===== src/rtl/lif_layer_pkg.sv =====
// Shared definitions for the LIF layer: default widths, FSM state type and
// a saturating add used by both the accumulator path and the membrane update.
package lif_layer_pkg;

  localparam int DEF_DATA_W = 16;
  localparam int DEF_ACC_W  = 21;

  typedef enum logic [1:0] {
    ST_IDLE   = 2'd0,
    ST_UPDATE = 2'd1,
    ST_DONE   = 2'd2
  } state_t;

  // Adds two sign-extended operands and clamps the result to a w-bit signed range (w <= 31).
  function automatic logic signed [31:0] sat_add(input logic signed [31:0] a,
                                                 input logic signed [31:0] b,
                                                 input int w);
    logic signed [31:0] sum;
    logic signed [31:0] hi;
    logic signed [31:0] lo;
    sum = a + b;
    hi  = (32'sd1 <<< (w - 1)) - 32'sd1;
    lo  = -(32'sd1 <<< (w - 1));
    if (sum > hi) begin
      return hi;
    end else if (sum < lo) begin
      return lo;
    end else begin
      return sum;
    end
  endfunction

endpackage


===== src/rtl/lif_layer_if.sv =====
// Input handshake and spike output bundle of the LIF layer.
interface lif_layer_if #(
  parameter int NUM_NEURONS = 8,
  parameter int DATA_W      = 16,
  parameter int IDX_W       = $clog2(NUM_NEURONS)
);
  logic                     boot_mode;
  logic                     snn_tick;
  logic                     data_ready;
  logic                     din_ready;
  logic signed [DATA_W-1:0] din;
  logic [IDX_W-1:0]         din_idx;
  logic [NUM_NEURONS-1:0]   spike;
  logic                     spike_valid;
  logic                     busy;
  logic                     overrun;

  modport master (
    output boot_mode, snn_tick, data_ready, din, din_idx,
    input  din_ready, spike, spike_valid, busy, overrun
  );

  modport slave (
    input  boot_mode, snn_tick, data_ready, din, din_idx,
    output din_ready, spike, spike_valid, busy, overrun
  );
endinterface


===== src/rtl/lif_neuron_update.sv =====
// Combinational leaky integrate-and-fire step for a single neuron:
// (acc, bias, vth, refract) -> (next membrane, fire, next refractory count).
module lif_neuron_update
  import lif_layer_pkg::*;
#(
  parameter int DATA_W        = DEF_DATA_W,
  parameter int ACC_W         = DEF_ACC_W,
  parameter int SHIFT_VALUE   = 2,
  parameter int THRESHOLD     = 100,
  parameter int REFRACT_TICKS = 2,
  parameter int RW            = 2
) (
  input  logic signed [ACC_W-1:0]  acc,
  input  logic signed [DATA_W-1:0] bias,
  input  logic signed [ACC_W-1:0]  vth,
  input  logic [RW-1:0]            refract,
  output logic signed [ACC_W-1:0]  nv,
  output logic                     fire,
  output logic [RW-1:0]            refract_next
);

  localparam logic signed [ACC_W-1:0] THR_C = ACC_W'(THRESHOLD);

  logic signed [ACC_W+1:0] sum_s;
  logic signed [ACC_W-1:0] leak_s;

  // Two guard bits keep acc + bias - vth exact before the leak shift.
  always_comb begin
    sum_s  = (ACC_W+2)'(acc) + (ACC_W+2)'(bias) - (ACC_W+2)'(vth);
    leak_s = ACC_W'(sat_add(32'(vth), 32'(sum_s >>> SHIFT_VALUE), ACC_W));
    if (refract != {RW{1'b0}}) begin
      nv           = {ACC_W{1'b0}};
      fire         = 1'b0;
      refract_next = refract - RW'(1'b1);
    end else if (leak_s >= THR_C) begin
      nv           = {ACC_W{1'b0}};
      fire         = 1'b1;
      refract_next = RW'(REFRACT_TICKS);
    end else begin
      nv           = leak_s;
      fire         = 1'b0;
      refract_next = {RW{1'b0}};
    end
  end

endmodule


===== src/rtl/lif_layer.sv =====
// Layer of NUM_NEURONS LIF neurons sharing one serial update datapath; inputs
// accumulate between ticks, each tick walks every neuron once and publishes the spike vector.
module lif_layer
  import lif_layer_pkg::*;
#(
  parameter int NUM_NEURONS   = 8,
  parameter int DATA_W        = DEF_DATA_W,
  parameter int ACC_W         = DEF_ACC_W,
  parameter int SHIFT_VALUE   = 2,
  parameter int THRESHOLD     = 100,
  parameter int REFRACT_TICKS = 2
) (
  input logic        sys_clk,
  input logic        rst_n,
  lif_layer_if.slave bus
);

  localparam int IDX_W = $clog2(NUM_NEURONS);
  localparam int RW    = (REFRACT_TICKS > 0) ? $clog2(REFRACT_TICKS + 1) : 1;

  logic signed [ACC_W-1:0]  acc_r     [NUM_NEURONS];
  logic signed [ACC_W-1:0]  vth_r     [NUM_NEURONS];
  logic signed [DATA_W-1:0] bias_r    [NUM_NEURONS];
  logic [RW-1:0]            refract_r [NUM_NEURONS];

  state_t                 state_r;
  logic [IDX_W-1:0]       idx_r;
  logic [NUM_NEURONS-1:0] shadow_r;
  logic [NUM_NEURONS-1:0] spike_r;
  logic                   spike_valid_r;
  logic                   busy_r;
  logic                   overrun_r;

  logic                    xfer_s;
  logic                    idx_ok_s;
  logic                    last_s;
  logic signed [ACC_W-1:0] acc_sum_s;
  logic signed [ACC_W-1:0] nv_s;
  logic                    fire_s;
  logic [RW-1:0]           refract_next_s;
  logic [NUM_NEURONS-1:0]  spike_next_s;

  lif_neuron_update #(
    .DATA_W        (DATA_W),
    .ACC_W         (ACC_W),
    .SHIFT_VALUE   (SHIFT_VALUE),
    .THRESHOLD     (THRESHOLD),
    .REFRACT_TICKS (REFRACT_TICKS),
    .RW            (RW)
  ) u_update (
    .acc          (acc_r[idx_r]),
    .bias         (bias_r[idx_r]),
    .vth          (vth_r[idx_r]),
    .refract      (refract_r[idx_r]),
    .nv           (nv_s),
    .fire         (fire_s),
    .refract_next (refract_next_s)
  );

  // Handshake decode, saturating accumulate and the spike vector including the last neuron.
  always_comb begin
    xfer_s               = bus.data_ready && !busy_r;
    idx_ok_s             = (32'(bus.din_idx) < NUM_NEURONS);
    last_s               = (32'(idx_r) == NUM_NEURONS - 1);
    acc_sum_s            = ACC_W'(sat_add(32'(acc_r[bus.din_idx]), 32'(bus.din), ACC_W));
    spike_next_s         = shadow_r;
    spike_next_s[idx_r]  = fire_s;
  end

  // Update sequencer and all externally visible status registers.
  always_ff @(posedge sys_clk or negedge rst_n) begin
    if (!rst_n) begin
      state_r       <= ST_IDLE;
      idx_r         <= {IDX_W{1'b0}};
      shadow_r      <= {NUM_NEURONS{1'b0}};
      spike_r       <= {NUM_NEURONS{1'b0}};
      spike_valid_r <= 1'b0;
      busy_r        <= 1'b0;
      overrun_r     <= 1'b0;
    end else begin
      spike_valid_r <= 1'b0;
      if (bus.snn_tick && busy_r) begin
        overrun_r <= 1'b1;
      end
      case (state_r)
        ST_IDLE: begin
          if (bus.snn_tick && !bus.boot_mode) begin
            state_r  <= ST_UPDATE;
            idx_r    <= {IDX_W{1'b0}};
            shadow_r <= {NUM_NEURONS{1'b0}};
            busy_r   <= 1'b1;
          end
        end
        ST_UPDATE: begin
          shadow_r[idx_r] <= fire_s;
          // Publish on the last neuron so spike_valid is visible during DONE.
          if (last_s) begin
            spike_r       <= spike_next_s;
            spike_valid_r <= 1'b1;
            busy_r        <= 1'b0;
            state_r       <= ST_DONE;
          end else begin
            idx_r <= idx_r + IDX_W'(1'b1);
          end
        end
        ST_DONE: begin
          state_r <= ST_IDLE;
        end
        default: begin
          state_r <= ST_IDLE;
          busy_r  <= 1'b0;
        end
      endcase
    end
  end

  // Per-neuron state: bias/acc writes from the input port, membrane writes from the updater.
  always_ff @(posedge sys_clk or negedge rst_n) begin
    if (!rst_n) begin
      for (int i = 0; i < NUM_NEURONS; i++) begin
        acc_r[i]     <= {ACC_W{1'b0}};
        vth_r[i]     <= {ACC_W{1'b0}};
        bias_r[i]    <= {DATA_W{1'b0}};
        refract_r[i] <= {RW{1'b0}};
      end
    end else if (state_r == ST_UPDATE) begin
      acc_r[idx_r]     <= {ACC_W{1'b0}};
      vth_r[idx_r]     <= nv_s;
      refract_r[idx_r] <= refract_next_s;
    end else if (xfer_s && idx_ok_s) begin
      if (bus.boot_mode) begin
        bias_r[bus.din_idx] <= bus.din;
      end else begin
        acc_r[bus.din_idx] <= acc_sum_s;
      end
    end
  end

  assign bus.din_ready   = !busy_r;
  assign bus.spike       = spike_r;
  assign bus.spike_valid = spike_valid_r;
  assign bus.busy        = busy_r;
  assign bus.overrun     = overrun_r;

endmodule


===== src/flat_wrapper.sv =====
// flat-port wrapper written by rule: the top's interface ports become plain ports
module lif_layer_flat import lif_layer_pkg::*;
#(
  parameter int NUM_NEURONS   = 8,
  parameter int DATA_W        = DEF_DATA_W,
  parameter int ACC_W         = DEF_ACC_W,
  parameter int SHIFT_VALUE   = 2,
  parameter int THRESHOLD     = 100,
  parameter int REFRACT_TICKS = 2
)
  (sys_clk, rst_n, bus_boot_mode, bus_snn_tick, bus_data_ready, bus_din, bus_din_idx, bus_din_ready, bus_spike, bus_spike_valid, bus_busy, bus_overrun);
  lif_layer_if #(.NUM_NEURONS(NUM_NEURONS), .DATA_W(DATA_W), .IDX_W(3)) bus_i ();
  input logic sys_clk;
  input logic rst_n;
  input wire logic [$bits(bus_i.boot_mode)-1:0] bus_boot_mode;
  input wire logic [$bits(bus_i.snn_tick)-1:0] bus_snn_tick;
  input wire logic [$bits(bus_i.data_ready)-1:0] bus_data_ready;
  input wire logic [$bits(bus_i.din)-1:0] bus_din;
  input wire logic [$bits(bus_i.din_idx)-1:0] bus_din_idx;
  output wire logic [$bits(bus_i.din_ready)-1:0] bus_din_ready;
  output wire logic [$bits(bus_i.spike)-1:0] bus_spike;
  output wire logic [$bits(bus_i.spike_valid)-1:0] bus_spike_valid;
  output wire logic [$bits(bus_i.busy)-1:0] bus_busy;
  output wire logic [$bits(bus_i.overrun)-1:0] bus_overrun;
  assign bus_i.boot_mode = bus_boot_mode;
  assign bus_i.snn_tick = bus_snn_tick;
  assign bus_i.data_ready = bus_data_ready;
  assign bus_i.din = bus_din;
  assign bus_i.din_idx = bus_din_idx;
  assign bus_din_ready = bus_i.din_ready;
  assign bus_spike = bus_i.spike;
  assign bus_spike_valid = bus_i.spike_valid;
  assign bus_busy = bus_i.busy;
  assign bus_overrun = bus_i.overrun;
  lif_layer #(.NUM_NEURONS(NUM_NEURONS), .DATA_W(DATA_W), .ACC_W(ACC_W), .SHIFT_VALUE(SHIFT_VALUE), .THRESHOLD(THRESHOLD), .REFRACT_TICKS(REFRACT_TICKS)) u_core (.sys_clk(sys_clk), .rst_n(rst_n), .bus(bus_i));
endmodule

===== config.mk =====
export PLATFORM = sky130hd
export DESIGN_NAME = lif_layer_flat
export DESIGN_NICKNAME = d
export VERILOG_FILES = /design/src/rtl/lif_layer_pkg.sv /design/src/rtl/lif_layer_if.sv /design/src/rtl/lif_neuron_update.sv /design/src/rtl/lif_layer.sv /design/src/flat_wrapper.sv
export SDC_FILE = /design/constraint.sdc
export NUM_CORES = 1
export LEC_CHECK = 0
export ABC_AREA = 1
export ABC_CLOCK_PERIOD_IN_PS = 7500
export CAP_MARGIN = 5
export CORE_AREA = 2 2 266 268
export DETAILED_ROUTE_END_ITERATION = 8
export DIE_AREA = 0 0 268 270
export DONT_BUFFER_PORTS = 1
export PLACE_DENSITY_LB_ADDON = 0.15
export SLEW_MARGIN = 10
export SYNTH_ARGS = -nofsm -noshare
export SYNTH_HDL_FRONTEND = slang
export SYNTH_SLANG_ARGS = --single-unit

===== constraint.sdc =====
create_clock -name sys_clk -period 7.5 [get_ports sys_clk]
set_input_delay 0.375 -clock sys_clk [delete_from_list [all_inputs] [get_ports sys_clk]]
set_output_delay 0.375 -clock sys_clk [all_outputs]
set_load 0.01 [all_outputs]

Word level (Yosys, flattened, before mapping)
Cells that the tools add are included.

$add $sub $neg: 6. Magnitude comparators: 11. Eq/ne operators: 7. Muxes and demuxes: 56. Bitwise gates (word level): 6. Reduce and logical (&&, ||, !) cells: 19.

Operators by type and width (count): two-way mux 168 bit (3); bitwise mux 168 bit (2); two-way mux 21 bit (14); binary-select mux 21 bit (select 3 bit) (3); AND 168 bit (1); NOT 168 bit (1); bitwise mux 128 bit (1); demux 21 bit (select 3 bit) (2); binary-select mux 16 bit (select 3 bit) (1); demux 16 bit (select 3 bit) (1); two-way mux 16 bit (3); adder 21 x 16 -> 22 bit (2); > comparator 22 x 21 -> 1 bit (second input constant) (2); less-than comparator 22 x 21 -> 1 bit (second input constant) (2); subtractor 22 x 21 -> 23 bit (1); adder 21 x 21 -> 22 bit (1); greater-or-equal comparator 21 x 8 -> 1 bit (second input constant) (1); bitwise mux 16 bit (1); one-hot mux 8 bit (2 select lines) (1); two-way mux 2 bit (7); AND reduction 3 bit (3); bitwise mux 8 bit (1); greater-or-equal comparator 4 bit (second input constant) (2); less-than comparator 4 x 1 -> 1 bit (second input constant) (2); 25 further kinds (47).

Flip-flop bits (word level): 504. Input bits: 24. Output and inout bits: 12. Logic and storage cells: 144.

Logic depth before layout (Yosys ltp)
Gate-level depths: netlist of the first run.

Depth in word-level cells: 15. Gate-level depth with buffers: 45. Depth with buffers taken out: 41.

Cells and area by module
A second synthesis of the first run with hierarchy kept.

Cells, all modules: 3678. Area total of the unflattened synthesis: 28847.7 um^2.

Modules (own cells, without submodules): lif_layer (times used 1, cells each 3095, area each 25400.6 um^2, sequential area each 12612.1 um^2); lif_neuron_update (times used 1, cells each 583, area each 3447.1 um^2, sequential area each 0.0 um^2).

Least setup slack after synthesis of the first run
OpenSTA, ideal clock, no wires.

Kind: register -> register. Start: reg u_core.idx_r[0]. End: reg u_core.vth_r[0] in the netlist's numbering. Library setup time: 0.117 ns. Arrival time: 6.132 ns. Data required time: 7.383 ns. Path slack: 1.252 ns. Cell stages (with the launch flop): 44. Buffers on the path: 6. Period minus slack after synthesis: 6.248 ns. Cell sequence: dfrtp_1 -> buf_2 -> inv_2 -> nor2_1 -> clkbuf_1 -> clkbuf_1 -> buf_1 -> nand2_1 -> nand4_1 -> inv_1 -> fa_1 -> inv_1 -> ha_1 -> nand2_1 -> nor4_1 -> nand4_1 -> nand2_1 -> nand3_1 -> (+8 left out) -> nand2_1 -> nand2_1 -> a21oi_1 -> nand3_2 -> nand2_1 -> nand2_1 -> nand2_2 -> buf_6 -> nand2_1 -> o21ai_1 -> nand2_1 -> nand3_1 -> nand2_1 -> nand2_4 -> buf_12 -> nor2_8 -> nand2_1 -> nand2_1.

Word-level cells in the longest chain between the ends: 14. Elaborated cells on any way between the ends: 30. Those cells by class: add/sub: 3; order compare: 5; mux: 19; bitwise: 1; reduce/logical: 2.

Ends and longest elaborated chain: from (decl) (RTL line lif_layer.sv:27) `logic [IDX_W-1:0] idx_r;`; from (signal assigned) (RTL line lif_layer.sv:74) `idx_r <= {IDX_W{1'b0}};`; from (signal assigned) (RTL line lif_layer.sv:89) `idx_r <= {IDX_W{1'b0}};`; from (signal assigned) (RTL line lif_layer.sv:103) `idx_r <= idx_r + IDX_W'(1'b1);`; NOT 3 -> 4 bit (implied by the code) *; binary-select mux 21 bit (select 3 bit) or binary-select mux 16 bit (select 3 bit) (tied branches) (RTL line lif_layer.sv:51, lif_layer.sv:52); two-way mux 21 bit (implied by the code) or two-way mux 16 bit (tied branches) (2 in series) (RTL line lif_layer.sv:51, lif_layer.sv:52); adder 21 x 16 -> 22 bit (RTL line lif_neuron_update.sv:29) `sum_s = (ACC_W+2)'(acc) + (ACC_W+2)'(bias) - (ACC_W+2)'(vth);`; subtractor 22 x 21 -> 23 bit (RTL line lif_neuron_update.sv:29); adder 21 x 21 -> 22 bit (RTL line lif_layer_pkg.sv:21) `sum = a + b;`; less-than comparator 22 x 21 -> 1 bit (RTL line lif_layer_pkg.sv:26) `end else if (sum < lo) begin`; two-way mux 21 bit (RTL line lif_layer_pkg.sv:26); two-way mux 21 bit (RTL line lif_layer_pkg.sv:24) `if (sum > hi) begin`; greater-or-equal comparator 21 x 8 -> 1 bit (RTL line lif_neuron_update.sv:35) `end else if (leak_s >= THR_C) begin`; two-way mux 21 bit (RTL line lif_neuron_update.sv:35); two-way mux 21 bit (RTL line lif_neuron_update.sv:31) `if (refract != {RW{1'b0}}) begin`; bitwise mux 168 bit * (RTL line lif_layer.sv:128) `vth_r[idx_r] <= nv_s;`; to (signal, indexed assignment) (RTL line lif_layer.sv:122) `vth_r[i] <= {ACC_W{1'b0}};`; to (signal, indexed assignment) (RTL line lif_layer.sv:128); to (decl) (RTL line lif_layer.sv:22) `logic signed [ACC_W-1:0] vth_r [NUM_NEURONS];`.

Mark *: on every way between the ends. The rest lies on a longest branch, timed or not. The select of a mux whose other input is x is not followed. A chain may end at the register's enable or synchronous reset.

Worst setup path after layout of the first run
Start: reg u_core.idx_r[1]. End: reg u_core.vth_r[105] in the netlist's numbering.

Same word-level chain as after synthesis.

==> impl_metrics.toml, run 1 <==
[worst_setup_path]
crit_top_cell = "nand2_1"
start_kind = "register"
startpoint = "u_core.idx_r[1]$_DFFE_PN0P_"
crit_path_end_kind = "register"
critical_path_class = "reg -> reg"
worstPathArrival_ns = 7.54
rr_worst_depth = 34
cp_max_fo = 19
crit_slowest_cell = "o21ai_0"
slowest_delay_ns = 0.78
reg2reg_from = "u_core.idx_r[1]$_DFFE_PN0P_"
crit_required_ns = 8.01

[sta]
fmaxAchievable_mhz = 142
setup_viol_count_final = 0
rsz0062_at_grt = "no"
slew_viol_final = 35
period_minus_slack_ns = 7.03
setup-tns-final_ns = 0
tightest_slew_ns = 1.53
timing.hold.ws_ns = -0.530
max_slew_margin_pct = -2.17
fin_crit_sh_pct = 93.7
hold_violations = 504
clock_skew_ns = 0.0159

[clocking]
clk_pin_slew_ns = 0.06
clock-root-buffer = "clkbuf_16"
htree_levels = 2
cts.sinks = 504
postCtsHoldBufs = 1
cts_tree = "yes"
cts_buffer_depth = 3
numCtsBuffers = 57
worstSkewPairLatency_ns = 0.63

[outcome]
violations = "hold timing, slew limit"
outcome = "finished, violations left"

[global_route]
grt_pass1_wl_mm = 165
antenna_found_initial = 1
grt_pass1_vias = 25671
track_usage_pct = 30.0
grt-ovfl-total = 0
grt_max_degree = 505

[detailed_routing]
drt_iter0_markers = 3438
vias = 26881
wire_per_inst_um = 23.5
drc_errors = 0
dr.pass1.iters = 6
vias_per_cell = 5.81
postRouteAntennaNets = 0
routed_wl_mm = 109

[yosys]
avgSynthCellArea_um2 = 7.85
async_reset_ff_share_pct = 100
syn_nets = 3788
synth_top_cells_by_count = "nand2_1 (1241), dfrtp_1 (504), inv_1 (328)"
synth_cell_types = 54
yosysTopAreaCell = "dfrtp_1"
synth-seq-cells = 504
synth_area_um2 = 28900
ys_seq_area_share_pct = 43.7
synth_top_area_share_pct = 43.7
netlist_instances = 3675
synth_warnings = 0
ys.flop_type = "dfrtp_1"
synth_edf_count = 0
yosysMostFrequentCell = "nand2_1"
ys_top_cells_by_area = "dfrtp_1 (44%), nand2_1 (16%), a22oi_1 (4.8%)"

[place]
gp_congestion = 0.904
io_buffer_count = 0
dp_hpwl_mm = 68.2

[job]
cap_violations = 0

[floorplan]
num_io_pins = 36
start_util_pct = 41.5
fp.dieH_um = 270
core_um2 = 69500
die-area_um2 = 72400
rows = 97
die_w_um = 268

[layout]
layout.nets = 3755
drive_gt1_share_pct = 8.27
regArea_um2 = 12600
area_growth_pct = 11.7
multi_input_area_um2 = 14400
antenna_cells = 0
fillers = 6953

[worst_hold_path]
holdCritPathClass = "in -> async"
[state kept, by name, summed over array words and instances (netlist names), 2 cells and up]
| register | flops |
|---|---|
| u_core.refract_r | 16 |
| u_core.bias_r | 128 |
| u_core.idx_r | 3 |
| u_core.state_r | 2 |
| u_core.bus.spike | 8 |
| u_core.vth_r | 168 |
| u_core.acc_r | 168 |
| u_core.shadow_r | 8 |
[cells by family (layout without fill, tap and decap cells)]
| kind of cell | after synthesis | count (layout) | synth area share, % |
|---|---|---|---|
| buffers and inverters | 538 | 550 | 7.23 |
| AND/OR/NAND/NOR | 1575 | 1575 | 22.9 |
| flip-flops | 504 | 504 | 43.7 |
| adder cells (fa/ha/maj) | 89 | 89 | 4.43 |
| XOR/XNOR | 48 | 48 | 1.46 |
| AO/OA/AOI/OAI | 921 | 921 | 20.3 |
[final cells by class]
cell class / count / share of cell area [%]
timing repair buffer: 107 / 2.97
tap: 940 / 3.65
inverter: 339 / 3.98
multi-input combinational: 2633 / 44.6
sequential: 504 / 39.1
clock inverter: 23 / 0.567
clock buffer: 81 / 5.05
[routing by layer]
metal | share of wire (%) | vias up | track usage, %
met5 | 0 | - | 0
met4 | 3.9 | 0 | 11.2
met3 | 10 | 256 | 6.77
met2 | 44 | 1275 | 45.2
met1 | 42 | 13021 | 42.0
li1 | - | 12329 | -
[layout by cell type (no fill, tap or decap), types with 20 or more instances in the layout]
cell	count
nand2_1	1241
dfrtp_1	503
inv_1	328
o21ai_0	204
a21oi_1	203
a22oi_1	184
nor2_1	122
buf_4	94
a31oi_1	92
a221oi_1	72
ha_1	67
nand3_1	62
clkbuf_16	57
nand4_1	50
o22ai_1	49
xor2_1	33
a22o_1	31
o2111ai_1	26
fa_1	22
nor2_2	21
nor2_8	20
[critical path, delay by kind of cell (launching register included)]
kind,cells,cell delay [ns]
simple gates,15,1.69
xor+xnor,1,0.24
fa+ha+maj,3,1.17
flops,1,0.38
buf+inv,6,0.88
compound gates,9,2.53
[repair_timing]
item	4_1_cts	5_1_grt
endpoints found under the setup margin	0	189
gates resized for setup	0	11
buffers inserted	0	7
hold endpoints to repair	506	504
[through the flow]
step	cell area [µm²]	hold WS (ns)	instances	setup slack, ns	util, %
finish	32200	-0.530	4627	0.470	46.3
global route	32200	-0.545	4627	0.00294	46.3
CTS	32100	-0.546	4620	0.328	46.2
detailed placement	30300	0.105	4515	0.348	43.5
global placement	30300	0.110	4515	0.365	43.5
floorplan	28900	0.0794	3675	1.25	-
[path summary, 6_finish.rpt]
check / slack (ns) / endpoint
max in group asynchronous: 6.82 / u_core.vth_r[161]$_DFFE_PN0P_
worst min register to register: 0.48 / u_core.shadow_r[2]$_DFFE_PN0P_
worst max-delay path: 0.47 / u_core.vth_r[105]$_DFFE_PN0P_
worst min-delay path: -0.53 / u_core.acc_r[96]$_DFFE_PN0P_
worst max register to register: 0.47 / u_core.vth_r[105]$_DFFE_PN0P_
min in group sys_clk: 0.03 / u_core.bias_r[14]$_DFFE_PN0P_
Power of run 1 is not shown: default switching activity piles up to over one toggle a cycle in this logic, so the estimate is an artifact.
==> run 2, diff against run 1 <==
- CTS_BUF_LIST: not set -> sky130_fd_sc_hd__clkbuf_4 sky130_fd_sc_hd__clkbuf_8 sky130_fd_sc_hd__clkbuf_16
- SKIP_CTS_REPAIR_TIMING: not set -> 1
==> run 2 against run 1 <==
Net effect: the flow still finishes with violations (hold timing, slew limit); setup slack improved by 0.011 ns; worst hold slack got worse by 0.0020 ns; register-to-register slack barely moved; critical path type unchanged; highest routed layer unchanged.
==> impl_metrics.toml, run 2 (same netlist as run 1, synthesis figures left out) <==
[global_route]
grt-ovfl-total = 0
antenna_found_initial = 1
grt_pass1_wl_mm = 165
grt_use_met2_pct = 45.3
track_usage_pct = 30.0
grt_use_met3_pct = 6.73
top_usage_layer = "met2"
grt_max_degree = 505
grt_use_met1_pct = 42.1
grt_pass1_vias = 25642

[clocking]
clock-root-buffer = "clkbuf_16"
clk_pin_slew_ns = 0.06
cts_tree = "yes"
htree_levels = 2
cts.sinks = 504
numCtsBuffers = 57
cts_buffer_depth = 3
worstSkewPairLatency_ns = 0.63

[sta]
tightest_slew_ns = 1.55
setup_viol_count_final = 0
max_slew_margin_pct = -3.52
timing.hold.ws_ns = -0.532
rsz0062_at_grt = "no"
clock_skew_ns = 0.0179
setup-tns-final_ns = 0
slew_viol_final = 62
fin_crit_sh_pct = 93.6
hold_violations = 504
fmaxAchievable_mhz = 142
period_minus_slack_ns = 7.02

[detailed_routing]
wire_per_inst_um = 23.5
postRouteAntennaNets = 0
drc_errors = 0
vias = 26981
drt_iter0_markers = 3654
vias_per_cell = 5.83
dr.pass1.iters = 6
routed_wl_mm = 109

[place]
io_buffer_count = 0
dp_hpwl_mm = 68.2
gp_congestion = 0.904
placed_cells = 4515

[layout]
final_cell_mix = "nand2_1 (1241), dfrtp_1 (503), inv_1 (328)"
instances_no_fill = 4627
drive_gt1_share_pct = 8.62
mostFrequentLayoutCell = "nand2_1"
layout.nets = 3755
regArea_um2 = 12600
area_growth_pct = 11.8
fillers = 6948
antenna_cells = 0
reg_top3 = "u_core.acc_r x168, u_core.vth_r x168, u_core.bias_r x128"
multi_input_area_um2 = 14400

[worst_setup_path]
crit_top_cell = "nand2_1"
worstPathArrival_ns = 7.58
critical_path_class = "reg -> reg"
crit_required_ns = 8.06
start_kind = "register"
slowest_delay_ns = 0.68
crit_slowest_cell = "fa_1"
crit_path_end_kind = "register"
cp_max_fo = 21

[floorplan]
core_um2 = 69500
die-area_um2 = 72400
start_util_pct = 41.5
num_io_pins = 36
rows = 97
fp.dieH_um = 270
die_w_um = 268

[job]
cap_violations = 0

[outcome]
outcome = "finished, violations left"
violations = "hold timing, slew limit"

[worst_hold_path]
holdCritPathClass = "in -> async"
[run 2: cell counts in the layout (fill, tap and decap cells not counted)]
No cell type changed its count.
[run 2: stage by stage]
step	area, µm²	util [%]	worst slack [ns]	hold WS [ns]
2_1_floorplan	28900	-	1.25	0.0794
3_5_place_dp	30300	43.5	0.348	0.105
4_1_cts	32100	46.2	0.328	-0.546
6_report	32300	46.4	0.481	-0.532
3_3_place_gp	30300	43.5	0.365	0.110
5_1_grt	32300	46.4	0.00306	-0.545
[run 2: area by class of cell]
| class | instances | area share [%] |
|---|---|---|
| tap | 940 | 3.64 |
| clock inverter | 23 | 0.566 |
| timing repair buffer | 107 | 2.96 |
| inverter | 339 | 3.98 |
| sequential | 504 | 39.1 |
| multi-input combinational | 2633 | 44.6 |
| clock buffer | 81 | 5.19 |
[run 2: layer usage]
metal	vias to the layer above	wire, µm
met5	-	0
met4	0	4150
met3	231	10900
met2	1311	47400
met1	13125	46500
li1	12314	-
[run 2: worst max-delay path: cells and delay by family (launching register included)]
kind | cells | cell delay, ns
fa+ha+maj | 3 | 1.42
xor+xnor | 1 | 0.15
buf+inv | 5 | 0.85
flops | 1 | 0.35
compound gates | 8 | 1.36
simple gates | 24 | 2.77
[run 2: path summary, 6_finish.rpt]
| check | to | slack (ns) | from | cells past startpoint |
|---|---|---|---|---|
| hold reg to reg | u_core.shadow_r[2]$_DFFE_PN0P_ | 0.48 | u_core.shadow_r[2]$_DFFE_PN0P_ | 2 |
| min in group sys_clk | u_core.bus.busy$_DFFE_PN0P_ | 0.02 | bus_snn_tick | 2 |
| setup / recovery | u_core.vth_r[89]$_DFFE_PN0P_ | 0.48 | u_core.idx_r[1]$_DFFE_PN0P_ | 41 |
| setup reg to reg | u_core.vth_r[89]$_DFFE_PN0P_ | 0.48 | u_core.idx_r[1]$_DFFE_PN0P_ | 41 |
| hold / removal | u_core.acc_r[96]$_DFFE_PN0P_ | -0.53 | rst_n | 0 |
| max in group asynchronous | u_core.vth_r[68]$_DFFE_PN0P_ | 6.80 | rst_n | 0 |
Power of run 2 is left out for the same reason.
